## src/rtl/register_pc_stack.sv

```systemverilog
// register_pc_stack: program-counter unit with a hardware return-address stack.
//   The W-bit PC can be loaded byte lane by byte lane from the ALU, incremented by STEP,
//   pushed on a call, or popped on a return. A DEPTH-entry circular buffer holds the
//   return addresses.
// Ports:
//   Clk, Rst        clock; synchronous active-high reset
//   notALUResult    inverted ALU result, used as the load target and the call target
//   PR_Write_PC     per-byte-lane load enables
//   PR_Inc_PC       PC <= PC + STEP
//   PR_Call/PR_Ret  push the return address and jump / pop into PC
//   PC, notPC       program counter and its complement, both registered
//   StackDepth/StackEmpty/StackFull   occupancy of the return stack
//   StackOverflow/StackUnderflow      sticky error flags, cleared only by Rst
module register_pc_stack #(
  parameter int unsigned W        = 16,
  parameter int unsigned DEPTH    = 4,
  parameter int unsigned STEP     = 1,
  parameter logic [W-1:0] RESET_PC = '0
) (
  input  logic                         Clk,
  input  logic                         Rst,
  input  logic [W-1:0]                 notALUResult,
  input  logic [W/8-1:0]               PR_Write_PC,
  input  logic                         PR_Inc_PC,
  input  logic                         PR_Call,
  input  logic                         PR_Ret,
  output logic [W-1:0]                 PC,
  output logic [W-1:0]                 notPC,
  output logic [$clog2(DEPTH+1)-1:0]   StackDepth,
  output logic                         StackEmpty,
  output logic                         StackFull,
  output logic                         StackOverflow,
  output logic                         StackUnderflow
);

  localparam int unsigned LANES = W / 8;
  localparam int unsigned CW    = $clog2(DEPTH + 1);
  localparam int unsigned PW    = (DEPTH > 1) ? $clog2(DEPTH) : 1;
  localparam logic [W-1:0]  STEP_W   = W'(STEP);
  localparam logic [CW-1:0] DEPTH_C  = CW'(DEPTH);
  localparam logic [PW-1:0] LAST_PTR = PW'(DEPTH - 1);

  logic [W-1:0]  r_pc;
  logic [W-1:0]  r_not_pc;
  logic [CW-1:0] r_count;
  logic [PW-1:0] r_top;
  logic          r_ovf;
  logic          r_udf;
  logic [W-1:0]  r_stack [DEPTH];

  logic [W-1:0]  w_target;
  logic [W-1:0]  w_pc_inc;
  logic [W-1:0]  w_pc_next;
  logic [CW-1:0] w_count_next;
  logic [PW-1:0] w_top_next;
  logic [PW-1:0] w_top_inc;
  logic [PW-1:0] w_top_dec;
  logic          w_push;
  logic          w_ovf_next;
  logic          w_udf_next;

  assign w_target  = ~notALUResult;
  // Full-width add so the carry crosses lanes before lane selection.
  assign w_pc_inc  = r_pc + STEP_W;
  assign w_top_inc = (r_top == LAST_PTR) ? '0 : r_top + PW'(1);
  assign w_top_dec = (r_top == '0) ? LAST_PTR : r_top - PW'(1);

  always_comb begin
    w_pc_next    = r_pc;
    w_count_next = r_count;
    w_top_next   = r_top;
    w_push       = 1'b0;
    w_ovf_next   = r_ovf;
    w_udf_next   = r_udf;
    if (PR_Ret) begin
      if (r_count != '0) begin
        w_pc_next    = r_stack[r_top];
        w_count_next = r_count - CW'(1);
        w_top_next   = w_top_dec;
      end else begin
        w_udf_next = 1'b1;
      end
    end else if (PR_Call) begin
      w_push     = 1'b1;
      w_pc_next  = w_target;
      w_top_next = w_top_inc;
      // When full, the slot after top holds the oldest entry and is overwritten.
      if (r_count == DEPTH_C) begin
        w_ovf_next = 1'b1;
      end else begin
        w_count_next = r_count + CW'(1);
      end
    end else begin
      for (int i = 0; i < LANES; i++) begin
        if (PR_Write_PC[i]) begin
          w_pc_next[8*i +: 8] = w_target[8*i +: 8];
        end else if (PR_Inc_PC) begin
          w_pc_next[8*i +: 8] = w_pc_inc[8*i +: 8];
        end else begin
          w_pc_next[8*i +: 8] = r_pc[8*i +: 8];
        end
      end
    end
  end

  always_ff @(posedge Clk) begin
    if (Rst) begin
      r_pc     <= RESET_PC;
      r_not_pc <= ~RESET_PC;
      r_count  <= '0;
      r_top    <= '0;
      r_ovf    <= 1'b0;
      r_udf    <= 1'b0;
    end else begin
      r_pc     <= w_pc_next;
      r_not_pc <= ~w_pc_next;
      r_count  <= w_count_next;
      r_top    <= w_top_next;
      r_ovf    <= w_ovf_next;
      r_udf    <= w_udf_next;
    end
  end

  // Storage is not reset; only the count decides which entries are valid.
  always_ff @(posedge Clk) begin
    if (!Rst && w_push) begin
      r_stack[w_top_inc] <= w_pc_inc;
    end
  end

  assign PC             = r_pc;
  assign notPC          = r_not_pc;
  assign StackDepth     = r_count;
  assign StackEmpty     = (r_count == '0);
  assign StackFull      = (r_count == DEPTH_C);
  assign StackOverflow  = r_ovf;
  assign StackUnderflow = r_udf;

endmodule

```

## config.mk

```make
export PLATFORM = sky130hd
export DESIGN_NAME = register_pc_stack
export DESIGN_NICKNAME = d
export VERILOG_FILES = /design/src/rtl/register_pc_stack.sv
export SDC_FILE = /design/constraint.sdc
export NUM_CORES = 1
export LEC_CHECK = 0
export CAP_MARGIN = 20
export CORE_AREA = 2 2 105 107
export DETAILED_ROUTE_END_ITERATION = 8
export DIE_AREA = 0 0 107 109
export GPL_TIMING_DRIVEN = 0
export PLACE_DENSITY = 0.76
export RECOVER_POWER = 50
export SKIP_LAST_GASP = 1
export SLEW_MARGIN = 20
export SYNTH_ARGS = -nofsm -noshare
export SYNTH_HDL_FRONTEND = slang
export SYNTH_SLANG_ARGS = --single-unit
export TNS_END_PERCENT = 20
```

## constraint.sdc

```tcl
create_clock -name Clk -period 5.5 [get_ports Clk]
set_input_delay 1.1 -clock Clk [delete_from_list [all_inputs] [get_ports Clk]]
set_output_delay 1.1 -clock Clk [all_outputs]
set_load 0.005 [all_outputs]
```

==> results.toml <==
[outcome]
status = "complete, no violations"

[sta]
clock_skew_ns = 0.0150
relSlewSlack = 0.412
worst_pin_slew_ns = 0.882
finalCritPeriodShare = 0.585
tns_ns = 0
drv_slew = 0
fmax_mhz = 311
final-setup-viol-count = 0
rsz0062_at_grt = "no"
finalHoldViolCount = 0
min_period_ns = 3.22

[worst_setup_path]
criticalPathCategory = "reg -> out"
crit_path_end_kind = "output port"
cp_max_fo = 10
start_kind = "register"
timing.rr.end = "notPC[14]"
worstReg2RegStart = "PC[0]"
cp.required_ns = 4.40
reg2reg_depth = 6
r2r_slack_ns = 2.89
cp.arrival_ns = 2.12

[synth]
yosysSeqAreaShare = 0.575
syn_nets = 416
syn_inst = 387
syn_area_per_cell_um2 = 12.3
synth_area_mm2 = 0.00477
yosys_register_bits = 105
synthTopCellsByArea = "edfxtp_1 (40%), dfxtp_1 (17%), mux4_2 (7.5%)"
synth_ff_type = "edfxtp_1"
synth_common_cells = "edfxtp_1 (64), dfxtp_1 (41), nand2_1 (33), a21oi_1 (24), nor2_1 (23)"
synth_most_common_cell = "edfxtp_1"
ys_warn_count = 0
synth.top_cell.area_share = 0.403
yosys.area.top_type = "edfxtp_1"
ys_types = 47
synthArstFlopShare = 0
synth_edf_count = 64

[hold_path]
hold_class = "reg -> reg"
min_to = "StackOverflow"
hold_depth = 1
holdCritStartpoint = "StackOverflow"

[job]
maxCapViolations = 0

[drt]
dr_total_vias = 3398
ant_nets = 0
drt_iter0_markers = 226
post-route-drc-count = 0
post_drt_wl_per_cell_um = 18.2
wirelength_mm = 10.9
firstDrtPassIters = 5
vias_per_cell = 5.66

[floorplan]
die-area_mm2 = 0.0117
die_y_um = 109
floorplan.rows = 38
initial_utilization = 0.450
num_io_pins = 62
die-width_um = 107
core_mm2 = 0.0106

[global_route]
gr-total-overflow = 0
grtUsageMet3 = 0.0377
grt_pass1_vias = 3257
use_met2 = 0.308
track_usage = 0.193
antenna_found_initial = 0
grt_use_met1 = 0.255
grt_max_degree = 18
grt_pass1_wl_mm = 16.8
top_usage_layer = "met2"

[layout]
multiInputGateArea_mm2 = 0.00181
areaGrowthSynthToFinish_pct = 18.5
final_nets = 485
diodes = 0
nFillCells = 911
seqCellArea_mm2 = 0.00274
final_layout_size_suffix_gt1_frac = 0.100

[clock_tree]
cts-resized-gates = 0
hold_buffers = 0
insertion_delay_ns = 0.39
cts_buffers = 9
post_cts_buffers = 0
clkTransAtPathRegs_ns = 0.11
clockBufferDepth = 2
cts_tree = "yes"
htreeDepth = 3
clkSinkCount = 105
cts_root_buf = "clkbuf_8"

[power_and_ir_drop]
peakVddDrop_uv = 144
power.leakage_nw = 1.98
p_total_mw = 1.93
powerDensity_mw_per_mm2 = 341

[placement]
io_buffer_count = 58
gp_congestion = 0.883
hpwlAfterDp_mm = 7.68
worst max-delay path, cell delays in order, from the launching register on:
cell and delay (ns):
dfxtp_1 0.36, or3_1 0.40, inv_1 0.15, buf_2 0.29
clkdlybuf4s50_1 0.54
report_power, final:
| group | total [mW] | switching, mW | internal (mW) |
|---|---|---|---|
| logic | 0.538 | 0.291 | 0.247 |
| clock network | 0.429 | 0.266 | 0.164 |
| registers | 0.958 | 0.0383 | 0.920 |
kinds of logic after synthesis:
family,Yosys count,synth area share
AOI/OAI and AO/OA,86,0.126
xor gates and xnor gates,24,0.0440
adders and majority gates,6,0.0173
buffers and inverters,43,0.0388
DFF,105,0.575
muxes,22,0.0881
and+or+nand+nor,101,0.112
routing by layer:
metal	up-vias	part of all wire
met2	126	0.48
li1	1588	-
met4	0	0.029
met3	25	0.064
met1	1659	0.43
met5	-	0
stage by stage:
step / cell area (um^2) / cells / setup slack [ns] / hold slack (ns) / util
after global placement: 5530 / 585 / 2.00 / 0.451 / 0.521
after CTS: 5700 / 600 / 2.28 / 0.495 / 0.538
final: 5650 / 600 / 2.28 / 0.485 / 0.533
after floorplan: 4770 / 387 / 2.69 / 0.460 / -
after detailed placement: 5530 / 585 / 1.96 / 0.471 / 0.521
after global routing: 5650 / 600 / 2.16 / 0.517 / 0.533
final cells by class:
class / instances / share of cell area
clock buffers: 9 / 0.0219
plain buffers: 31 / 0.0239
well taps: 140 / 0.0310
clock inverters: 6 / 0.00819
flip-flops and latches: 105 / 0.485
repair buffers: 58 / 0.103
multi-input cells: 239 / 0.319
inverters: 12 / 0.00797
state kept, by name, summed over array words and instances, names as in the netlist, named ones only:
name	count
PC	9
r_top	2
notPC	16
r_stack	64
StackDepth	3
StackUnderflow	1
StackOverflow	1
cell usage in the layout (no fill, tap or decap), types with 9 or more instances in the layout:
| cell | n |
|---|---|
| inv_1 | 12 |
| xnor2_1 | 15 |
| dlygate4sd3_1 | 34 |
| edfxtp_1 | 64 |
| nor2_1 | 23 |
| o21ai_0 | 18 |
| mux4_2 | 16 |
| nand2_1 | 33 |
| clkbuf_1 | 18 |
| clkdlybuf4s50_1 | 24 |
| buf_2 | 9 |
| clkbuf_8 | 9 |
| a21oi_1 | 24 |
| and3_1 | 11 |
| xor2_1 | 9 |
| dfxtp_1 | 41 |
worst max-delay path by stage:
stage                  start        endpoint  slack (ns)
2_1_floorplan         PR_Ret   StackDepth[2]        2.69
3_3_place_gp         PR_Call  r_stack[3][10]        2.00
3_5_place_dp         PR_Call  r_stack[2][10]        1.96
4_1_cts        StackDepth[2]      StackEmpty        2.28
5_1_grt        StackDepth[2]      StackEmpty        2.16
6_report       StackDepth[2]      StackEmpty        2.28
(Power assumes the default switching activity.)
